==> src/rtl/average.sv <==
// ---------------------------------------------------------------------------
// average
//   Block averager for the acquisition path. It sums 2**LOG2_N consecutive
//   unsigned samples, one per clock. At the end of each window it outputs
//   the mean together with a one-cycle start strobe. The downstream
//   sample-and-hold latches val_avg when start is high.
//
//   Optional build macro: AVERAGE_ROUND_EN
//     defined   : round half up, result clamped to 2**DATA_W-1
//     undefined : truncating shift (default)
//   Timing and the start strobe are the same in both builds.
//
// Parameters
//   DATA_W   sample and average width (unsigned)
//   LOG2_N   log2 of the window length, legal range 1..8
//
// Ports
//   clk      in   1       system clock, rising edge
//   rstn     in   1       synchronous active-low reset
//   val      in   DATA_W  input sample, accepted every clock while rstn=1
//   val_avg  out  DATA_W  registered mean of the last completed window
//   start    out  1       one-cycle strobe; val_avg was updated this cycle
// ---------------------------------------------------------------------------
module average #(
  parameter int unsigned DATA_W = 16,
  parameter int unsigned LOG2_N = 4
) (
  input  logic              clk,
  input  logic              rstn,
  input  logic [DATA_W-1:0] val,
  output logic [DATA_W-1:0] val_avg,
  output logic              start
);

  // The accumulator is LOG2_N bits wider than a sample, so a full window
  // of maximum-value samples cannot overflow it.
  localparam int unsigned ACC_W = DATA_W + LOG2_N;

  logic [ACC_W-1:0]  acc;
  logic [ACC_W-1:0]  sum;
  logic [LOG2_N-1:0] cnt;
  logic [DATA_W-1:0] avg_next;

`ifdef AVERAGE_ROUND_EN
  localparam logic [ACC_W:0] HALF = (ACC_W+1)'(1) << (LOG2_N - 1);

  logic [ACC_W:0]  sum_rnd;
  logic [DATA_W:0] quot;

  always_comb begin
    sum      = acc + ACC_W'(val);
    sum_rnd  = {1'b0, sum} + HALF;
    quot     = (DATA_W+1)'(sum_rnd >> LOG2_N);
    avg_next = quot[DATA_W] ? '1 : quot[DATA_W-1:0];
  end
`else
  always_comb begin
    sum      = acc + ACC_W'(val);
    avg_next = DATA_W'(sum >> LOG2_N);
  end
`endif

  // The sample taken on the wrap edge belongs to the closing window.
  // It goes into the result directly and is not added to acc.
  always_ff @(posedge clk) begin
    if (!rstn) begin
      acc     <= '0;
      cnt     <= '0;
      val_avg <= '0;
      start   <= 1'b0;
    end else begin
      start <= 1'b0;
      if (cnt == '1) begin
        val_avg <= avg_next;
        start   <= 1'b1;
        acc     <= '0;
        cnt     <= '0;
      end else begin
        acc <= sum;
        cnt <= cnt + 1'b1;
      end
    end
  end

endmodule

==> config.mk <==
export PLATFORM = sky130hd
export DESIGN_NAME = average
export DESIGN_NICKNAME = d
export VERILOG_FILES = /design/src/rtl/average.sv
export SDC_FILE = /design/constraint.sdc
export NUM_CORES = 1
export LEC_CHECK = 0
export CAP_MARGIN = 10
export CORE_ASPECT_RATIO = 0.9
export CORE_UTILIZATION = 50
export CTS_BUF_LIST = sky130_fd_sc_hd__clkbuf_2 sky130_fd_sc_hd__clkbuf_4 sky130_fd_sc_hd__clkbuf_8
export CTS_CLUSTER_SIZE = 14
export DETAILED_ROUTE_END_ITERATION = 8
export HOLD_SLACK_MARGIN = 0.15
export PLACE_DENSITY = 0.83
export SETUP_SLACK_MARGIN = 0.4
export SYNTH_ARGS = -nofsm -noshare
export SYNTH_HDL_FRONTEND = slang
export SYNTH_SLANG_ARGS = --single-unit
==> constraint.sdc <==
create_clock -name clk -period 4.3 [get_ports clk]
set_input_delay 0.86 -clock clk [delete_from_list [all_inputs] [get_ports clk]]
set_output_delay 0.86 -clock clk [all_outputs]
set_load 0.005 [all_outputs]
==> run summary <==
status -> finished, final reports clean
clk sinks -> 41
Core ar. -> 3731 um^2
largest net degree at the start of global routing -> 21
worst-path cell chain -> clkdlybuf4s50_1 -> ha_1 -> fa_1 -> a211oi_2 -> o21ai_2 -> o2111a_1 -> o311ai_2 -> xor2_1 -> o21ai_1
Max Cap Viol -> 0
vias per cell -> 5.481
f_max -> 0.3394 GHz
Clock Tree Buf Depth -> 2
crit end category -> register
worst-margin pin slew -> 749.9 ps
reg2reg end -> val_avg[14]
initial antenna violation count -> 0
H-tree depth -> 2
Int Pwr -> 0.8200 mW
number of diodes -> 0
synthesized net count -> 251
hold path startpoint -> val_avg[10]
kind of critical path -> primary input to register
Slowest-stage cell, CP -> fa_1
CP Max Fanout -> 4
RePlAce Congestion -> 0.8088
mapped cell area -> 1966 um^2
WL final -> 3877 um
GRT Overall Usage -> 20.70%
Initial Util -> 52.68%
RSZ-0062 raised after global routing -> false
crit path DAT -> 3100 ps
Combinational Power Share -> 42.5%
Yosys warning total -> 0
Net Sw Frac -> 36.36%
Filler cells -> 319
detailed placer's ending HPWL -> 2734 um
final setup violation count -> 0
IO Count -> 35
Mapped Cells -> 215
Reg2Reg Setup Slack -> 2050 ps
Post-CTS Repair Setup Buffers -> 0
Via Count -> 1617
setup_tns -> 0 ps
Post-Synth Simple-Gate Area -> 14.32%
CP bufs+invs -> 1
Overflow after GRT -> 0
Synth Register Bits -> 41
Post-synth EDFFs -> 0
Synth Area in XOR/XNOR -> 8.912%
CTS root buf -> clkbuf_8
Clock Skew -> 2.839 ps
Synth Area in Compound Gates -> 20.31%
largest family of logic cells by synthesized area -> compound AO/OA/AOI/OAI gates
post-synthesis sequential area ratio -> 41.76%
area grow syn2layout -> 22.92%
PostCTS Resize Cnt -> 0
clock buffer count from CTS -> 5
final max-slew violation count -> 0
Critical Path RT -> 4450 ps
Most used DFF post-synth -> dfxtp_1
clock transition at the registers of the reported paths -> 70 ps
Post-CTS Hold Buffers -> 0
Hold Crit Depth -> 2
Post-Place Cell Area -> 2315 um^2
nets@finish -> 284
min Tclk post-route -> 2946 ps
Setup crit start -> val[0]
Leak Pwr -> 0.9820 nW
worst reg2reg startpoint -> acc[0]
post-synthesis mux area share -> 0%
most common cell after layout, fill and taps aside -> dfxtp_1
share of flip-flops with an asynchronous set or reset -> 0%
Flop pwr share -> 36.7%
share of layout cells above drive strength 1 -> 6.024%
Final period util -> 68.52%
Final Cell Area -> 2416 um^2
CTS tree -> done
first-pass GRT wire length -> 6348 um
Slowest Stage Delay on Critical Path -> 440 ps
insertion delay to the later sink of the worst-skew pair -> 280 ps
maximum vdd drop -> 0.2446 mV
Net Sw Power -> 0.4685 mW
vias in the first global route -> 1362
num rows -> 21
top cell family by delay on the critical path -> compound AO/OA/AOI/OAI gates
max_slew headroom -> 49.86%
commonest cells after routing, fill and taps aside -> dfxtp_1, clkdlybuf4s50_1, nand2_1, nor2_1, ha_1
Die Y -> 61.48 um
drt drc -> 0
clock share of power -> 20.9%
final hold violations -> 0
Die W -> 68.09 um
first drt pass iteration count -> 4
PD cells -> 533.3 nW/um^2
hold endpoint -> val_avg[10]
Synth cell types -> 39
nature of the critical path startpoint -> primary input
adder-cell share of the synthesized area -> 11.84%
setup slack at placement -> 1051 ps
Tightest Hold Check Type -> register to register
die area -> 4186 um^2
Starting DRT DRC Count -> 87
Routed WL per cell -> 13.14 um
fin worst setup slack -> 1354 ps
Routed Antenna Nets -> 0
Tot Pwr -> 1.288 mW
FF-to-FF path depth -> 8
mean post-synth cell area -> 9.142 um^2
Port Buf Inserts -> 34
cell usage after synthesis, drive strengths merged (2+ instances only):
cell     n  area share, %
ha      17             11
a21boi   2           0.76
inv      2           0.38
nand3    5            1.3
o21ai   23            6.0
a31oi    3            1.3
dfxtp   41             42
xor2     9            4.0
xnor2   11            4.9
and3     3           0.95
nor2    24            4.6
o211ai   4            1.5
and2     3           0.95
nand2   24            4.6
a21oi   13            3.3
nand4    4            1.3
a21o     5            2.0
o311ai   2            1.3
a211oi   3            1.4
buf      3            1.1
clkbuf   4           0.76
registers in the layout, indices dropped and copies added, names as in the netlist:
signal   cells
start        1
cnt          4
acc         20
val_avg     16
power groups by stage:
| stage | sequential (mW) | clock (mW) | combinational (mW) |
|---|---|---|---|
| 2_1_floorplan | 0.473 | 0 | 0.447 |
| 4_1_cts | 0.472 | 0.277 | 0.545 |
| 6_report | 0.472 | 0.269 | 0.547 |
| 3_5_place_dp | 0.480 | 0 | 0.535 |
| 3_3_place_gp | 0.477 | 0 | 0.527 |
| 5_1_grt | 0.479 | 0.289 | 0.615 |
metrics by stage:
stage / util, % / hold slack [ps] / cells
CTS: 64.76 / 451.9 / 295
floorplan: - / 417.6 / 215
finish: 64.76 / 448.2 / 295
global route: 64.76 / 472.9 / 295
detailed placement: 62.04 / 441.0 / 287
global placement: 62.04 / 432.0 / 287
worst min-delay path: stages, from the launching register on:
cell	delay, ps
dfxtp_1	310
nand2_1	50
o21ai_1	50
per-layer routing:
layer | vias to the layer above | track usage [%] | share of wire [%]
li1 | 826 | - | -
met1 | 746 | 28.78 | 49
met2 | 39 | 31.65 | 45
met3 | 6 | 5.000 | 4.6
met4 | 0 | 6.250 | 1.2
met5 | - | 0 | 0
how the worst max path moves through the flow:
stage,endpoint,slack [ps],cells after the start
floorplan,val_avg[14],1620,8
global route,val_avg[14],1230,9
finish,val_avg[14],1350,9
CTS,val_avg[14],1350,9
global placement,val_avg[14],1090,9
detailed placement,val_avg[14],1050,9
kinds of logic after synthesis:
| family | after synthesis |
|---|---|
| simple gates | 65 |
| compound gates | 61 |
| flops | 41 |
| xor+xnor | 20 |
| fa+ha+maj | 18 |
| buf+inv | 10 |
layout make-up:
type	count	area (um^2)	share of cell area [%]
clock buffers	7	96.34	3.988
clock inverters	1	5.005	0.2071
inverters	2	7.507	0.3107
multi-input cells	164	1089	45.05
flip-flops and latches	41	820.8	33.97
well taps	46	57.56	2.382
repair buffers	34	340.3	14.09
Power figures use the tool's default switching activity.
